<file path="src/rtl/dragon_body_controller.sv">
// Dragon body tracker: shift chain of segment positions, length and defeat,
// published as a frame-coherent snapshot for the collision scanner.
module dragon_body_controller #(
    parameter int         INIT_LEN      = 1,
    parameter logic [7:0] INIT_HEAD_POS = 8'h00
) (
    input  logic        clk,
    input  logic        reset,
    input  logic        move_tick,
    input  logic [7:0]  head_pos,
    input  logic        grow,
    input  logic        shrink,
    input  logic        frame_sync,
    output logic [55:0] dragonSegmentPositions,
    output logic [6:0]  activeDragonSegments,
    output logic [2:0]  segment_count,
    output logic        update_valid,
    output logic        dragon_defeated
);

    localparam logic [0:0] ST_ALIVE    = 1'b0;
    localparam logic [0:0] ST_DEFEATED = 1'b1;

    localparam logic [2:0]  INIT_LEN_W  = 3'(INIT_LEN);
    localparam logic [7:0]  INIT_MASK_W = 8'((1 << INIT_LEN) - 1);
    localparam logic [55:0] INIT_SEGS   = {7{INIT_HEAD_POS}};

    logic [0:0]  r_state;
    logic [55:0] r_seg;
    logic [2:0]  r_length;
    logic        r_grow_pending;

    logic        w_alive;
    logic        w_tick;
    logic        w_grow_req;
    logic        w_inc;
    logic        w_dec;
    logic        w_defeat;
    logic [2:0]  w_length_nxt;
    logic        w_pending_nxt;
    logic [7:0]  w_mask_wide;
    logic [6:0]  w_mask;

    // Movement, growth and shrink decisions for this cycle
    always_comb begin
        w_alive    = (r_state == ST_ALIVE);
        w_tick     = w_alive & move_tick;
        // A grow coinciding with a shrink is cancelled by it
        w_grow_req = r_grow_pending | (grow & ~shrink);
        w_inc      = w_tick & w_grow_req & (r_length != 3'd7);
        w_dec      = w_alive & shrink & ~grow;
        w_defeat   = w_dec & ~w_inc & (r_length == 3'd1);
    end

    // Next length: grow on tick and shrink may offset each other
    always_comb begin
        w_length_nxt = r_length;
        unique case ({w_inc, w_dec})
            2'b10:   w_length_nxt = r_length + 3'd1;
            2'b01:   w_length_nxt = r_length - 3'd1;
            default: w_length_nxt = r_length;
        endcase
    end

    // Pending grow is consumed (or dropped at full length) by any tick
    always_comb begin
        w_pending_nxt = r_grow_pending;
        if (!w_alive) begin
            w_pending_nxt = 1'b0;
        end else if (w_tick) begin
            w_pending_nxt = 1'b0;
        end else if (grow && !shrink) begin
            w_pending_nxt = 1'b1;
        end
    end

    // Thermometer mask of the current internal length
    always_comb begin
        w_mask_wide = (8'd1 << r_length) - 8'd1;
        w_mask      = w_mask_wide[6:0];
    end

    // Internal body: chain shift, length and life state
    always_ff @(posedge clk) begin
        if (reset) begin
            r_state        <= ST_ALIVE;
            r_seg          <= INIT_SEGS;
            r_length       <= INIT_LEN_W;
            r_grow_pending <= 1'b0;
        end else if (w_alive) begin
            if (w_tick) begin
                r_seg <= {r_seg[47:0], head_pos};
            end
            r_grow_pending <= w_pending_nxt;
            if (w_defeat) begin
                r_state  <= ST_DEFEATED;
                r_length <= 3'd0;
            end else begin
                r_length <= w_length_nxt;
            end
        end else begin
            r_length       <= 3'd0;
            r_grow_pending <= 1'b0;
        end
    end

    // Snapshot of pre-update internal state on each frame_sync
    always_ff @(posedge clk) begin
        if (reset) begin
            dragonSegmentPositions <= INIT_SEGS;
            activeDragonSegments   <= INIT_MASK_W[6:0];
            segment_count          <= INIT_LEN_W;
            dragon_defeated        <= 1'b0;
        end else if (frame_sync) begin
            dragonSegmentPositions <= r_seg;
            activeDragonSegments   <= w_mask;
            segment_count          <= r_length;
            dragon_defeated        <= (r_state == ST_DEFEATED);
        end
    end

    // Publish strobe, one cycle after frame_sync
    always_ff @(posedge clk) begin
        if (reset) begin
            update_valid <= 1'b0;
        end else begin
            update_valid <= frame_sync;
        end
    end

endmodule
</file>
<file path="config.mk">
export PLATFORM = sky130hd
export DESIGN_NAME = dragon_body_controller
export DESIGN_NICKNAME = d
export VERILOG_FILES = /design/src/rtl/dragon_body_controller.sv
export SDC_FILE = /design/constraint.sdc
export NUM_CORES = 1
export LEC_CHECK = 0
export BUFFER_PORTS_ARGS = -buffer_cell sky130_fd_sc_hd__clkbuf_2
export CAP_MARGIN = 10
export CORE_MARGIN = 5
export CORE_UTILIZATION = 50
export CTS_CLUSTER_SIZE = 28
export DETAILED_ROUTE_END_ITERATION = 7
export PLACE_DENSITY_LB_ADDON = 0.15
export SLEW_MARGIN = 5
export SYNTH_ARGS = -nofsm -noshare
export SYNTH_HDL_FRONTEND = slang
export SYNTH_SLANG_ARGS = --single-unit
export TNS_END_PERCENT = 10
</file>
<file path="constraint.sdc">
create_clock -name clk -period 5.5 [get_ports clk]
set_clock_uncertainty 0.05 [all_clocks]
set_input_delay 0.55 -clock clk [delete_from_list [all_inputs] [get_ports clk]]
set_output_delay 0.55 -clock clk [all_outputs]
set_load 0.1 [all_outputs]
</file>
==> impl_metrics.yaml <==
run_status:
  outcome: "finished, final reports clean"
logic_synthesis:
  muxShareOfSynthArea_pct: 11.7
  synthCells: 523
  syn_area_per_cell_um2: 9.62
  netlist.area_leader.share_pct: 51.3
  synthesis.area_um2: 5030
  yosysMostFrequentCell: "dfxtp_1"
  ys_seq_elements: 129
  syn_nets: 546
  synthAdderAreaFrac_pct: 2.24
  yosysWarnings: 0
  synth_area_leaders: "dfxtp_1 51%, mux2i_1 12%, nand2_1 6.3%, a21oi_2 5.2%, nor2_1 5.1%"
  yosys.area_share.simple_pct: 17.9
  synth_compound_area_share_pct: 10.6
  ys_seq_area_share_pct: 51.3
  yosysUniqueCellTypes: 35
  synth_edf_count: 0
  synth_top_family_by_area: "simple AND/OR/NAND/NOR gates"
  synth_top_area_cell: "dfxtp_1"
  synthTopCellsByCount: "129 x dfxtp_1, 85 x nand2_1, 69 x nor2_1, 59 x mux2i_1, 31 x a21oi_1"
  synth_ff_type: "dfxtp_1"
  synth_xor_area_share_pct: 0.696
  synthArstFlopShare_pct: 0
routing:
  drt_first_pass_iters: 4
  vias_per_cell: 5.01
  wl_um: 10500
  antenna_left: 0
  drc: 0
  drt-initial-drc-count: 149
  num_vias: 3689
  post_drt_wl_per_cell_um: 14.2
placed_design:
  place_congestion: 0.795
  dp_slack_ns: 2.88
  dp_hpwl_um: 6640
  portBuffers: 81
cts:
  insertion_delay_ns: 0.52
  clk_pin_slew_ns: 0.06
  cts_buffer_depth: 2
  htree_levels: 4
  cts_tree: "built"
  cts_setup_buffers: 0
  cts_buffers: 17
  cts_resized: 0
  root_buffer: "clkbuf_8"
  holdBufCountCts: 0
  cts.sinks: 129
grt:
  grt_overflow: 0
  grt_max_degree: 83
  antenna_found_initial: 0
  grt_use_total_pct: 18.3
  grt_pass1_vias: 3566
  grt_pass1_wl_um: 17200
sta:
  finalSetupTns_ns: 0
  maxSlewViolCount: 0
  fmax_mhz: 402
  tightest_slew_ns: 0.859
  rsz0062_at_grt: "no"
  fin_crit_ns: 2.49
  setup_ws_ns: 3.01
  setup_viol: 0
  hold_violations: 0
  slew_headroom_pct: 42.7
  period_share_pct: 45.2
worst_setup_path:
  endpoint: "r_length[1]"
  critPathLaunchType: "flop"
  r2r_end: "r_length[1]"
  end_kind: "flop"
  r2r-start: "r_state"
  cp_data_arrival_time_ns: 2.85
  cp_data_required_time_ns: 5.87
  path_class: "flop to flop"
  ff2ff_setup_slack_ns: 3.01
  rr_worst_depth: 5
  critPathLaunch: "r_state"
  cp_max_fo: 57
power_and_ir_drop:
  power_density_nw_per_um2: 427
  max-vdd-ir-drop_mv: 0.179
  leakagePower_uw: 0.00254
job:
  maxCapViolations: 0
die:
  die_h_um: 110
  core_um2: 9770
  die-width_um: 110
  io_pins: 82
  num_rows: 36
  start_util_pct: 51.5
  die-area_um2: 12200
layout:
  drive_above_1_share_pct: 29.9
  synthToLayoutAreaGrowth_pct: 20.3
  fillers: 879
  diodes: 0
  nNetsFinal: 613
hold_path:
  hold_class: "primary input to flop"
placed cells by master (no fill, tap or decap), types with 2 or more instances in the layout:
master and n:
nor2b_1 5, a211oi_1 3, clkbuf_16 16, nand2_2 30
buf_4 5, nand2_1 85, clkbuf_8 3, clkinv_4 2
nand2b_1 2, a21oi_1 31, inv_1 5, nor2_1 69
nor3_1 4, nand2b_4 2, clkbuf_2 79, xnor2_1 3
or3_1 2, clkinv_2 2, clkinvlp_4 2, bufinv_16 6
o21ai_0 4, nand3_1 2, dfxtp_1 129, ha_1 9
a21oi_2 30, a211o_1 2, mux2i_1 59
state kept, by name, summed over array words and instances, names as in the netlist:
| name | flops |
|---|---|
| activeDragonSegments | 7 |
| dragonSegmentPositions | 56 |
| dragon_defeated | 1 |
| r_grow_pending | 1 |
| r_length | 3 |
| r_seg | 56 |
| r_state | 1 |
| segment_count | 3 |
| update_valid | 1 |
per-layer routing:
metal / GRT usage [%] / wire, um / vias to the layer above
li1: - / - / 1861
met1: 22.8 / 4780 / 1733
met2: 29.5 / 5070 / 79
met3: 5.71 / 488 / 16
met4: 7.74 / 142 / 0
met5: 0 / 0 / -
power by group:
| part | internal, uW | switching (uW) |
|---|---|---|
| sequential | 964 | 24.8 |
| clock | 853 | 411 |
| combinational | 86.7 | 245 |
| total | 1900 | 682 |
cell families after synthesis:
family          count (synthesis)
simple gates                  204
flops                         129
compound gates                 77
mux                            59
buf+inv                        41
fa+ha+maj                       9
xor+xnor                        4
per-stage QoR:
stage	total power, uW	instances	utilization, %	cell area [um2]	hold WS, ns
after floorplan	1300	523	-	5030	0.386
after global placement	1330	704	55.1	5380	0.392
after detailed placement	1340	704	55.1	5380	0.400
after CTS	2610	736	61.9	6050	0.173
after global routing	2680	736	61.9	6050	0.185
final	2580	736	61.9	6050	0.203
worst min path at each step:
stage | startpoint | to | slack (ns) | cells after the start
floorplan | r_seg[51] | r_seg[51] | 0.39 | 2
global placement | r_seg[51] | r_seg[51] | 0.39 | 2
detailed placement | r_seg[51] | r_seg[51] | 0.40 | 2
CTS | head_pos[5] | r_seg[5] | 0.17 | 3
global route | head_pos[5] | r_seg[5] | 0.19 | 3
finish | head_pos[4] | r_seg[4] | 0.20 | 3
worst max-delay path, cell delays in order, from the launching register on:
cell      delay [ns]
dfxtp_1         0.39
nand2b_4        0.55
or3_1           0.51
ha_1            0.26
a311o_1         0.37
a211oi_1        0.26
area by class of cell:
type | count | area [um2] | share of cell area, %
Clock buffer | 19 | 442 | 7.29
Tap cell | 133 | 166 | 2.75
Timing Repair Buffer | 84 | 433 | 7.15
Sequential cell | 129 | 2580 | 42.7
Inverter | 5 | 18.8 | 0.310
Clock inverter | 13 | 231 | 3.82
Multi-Input combinational cell | 353 | 2180 | 36.0
No activity file was read; power rests on OpenSTA's default activity.
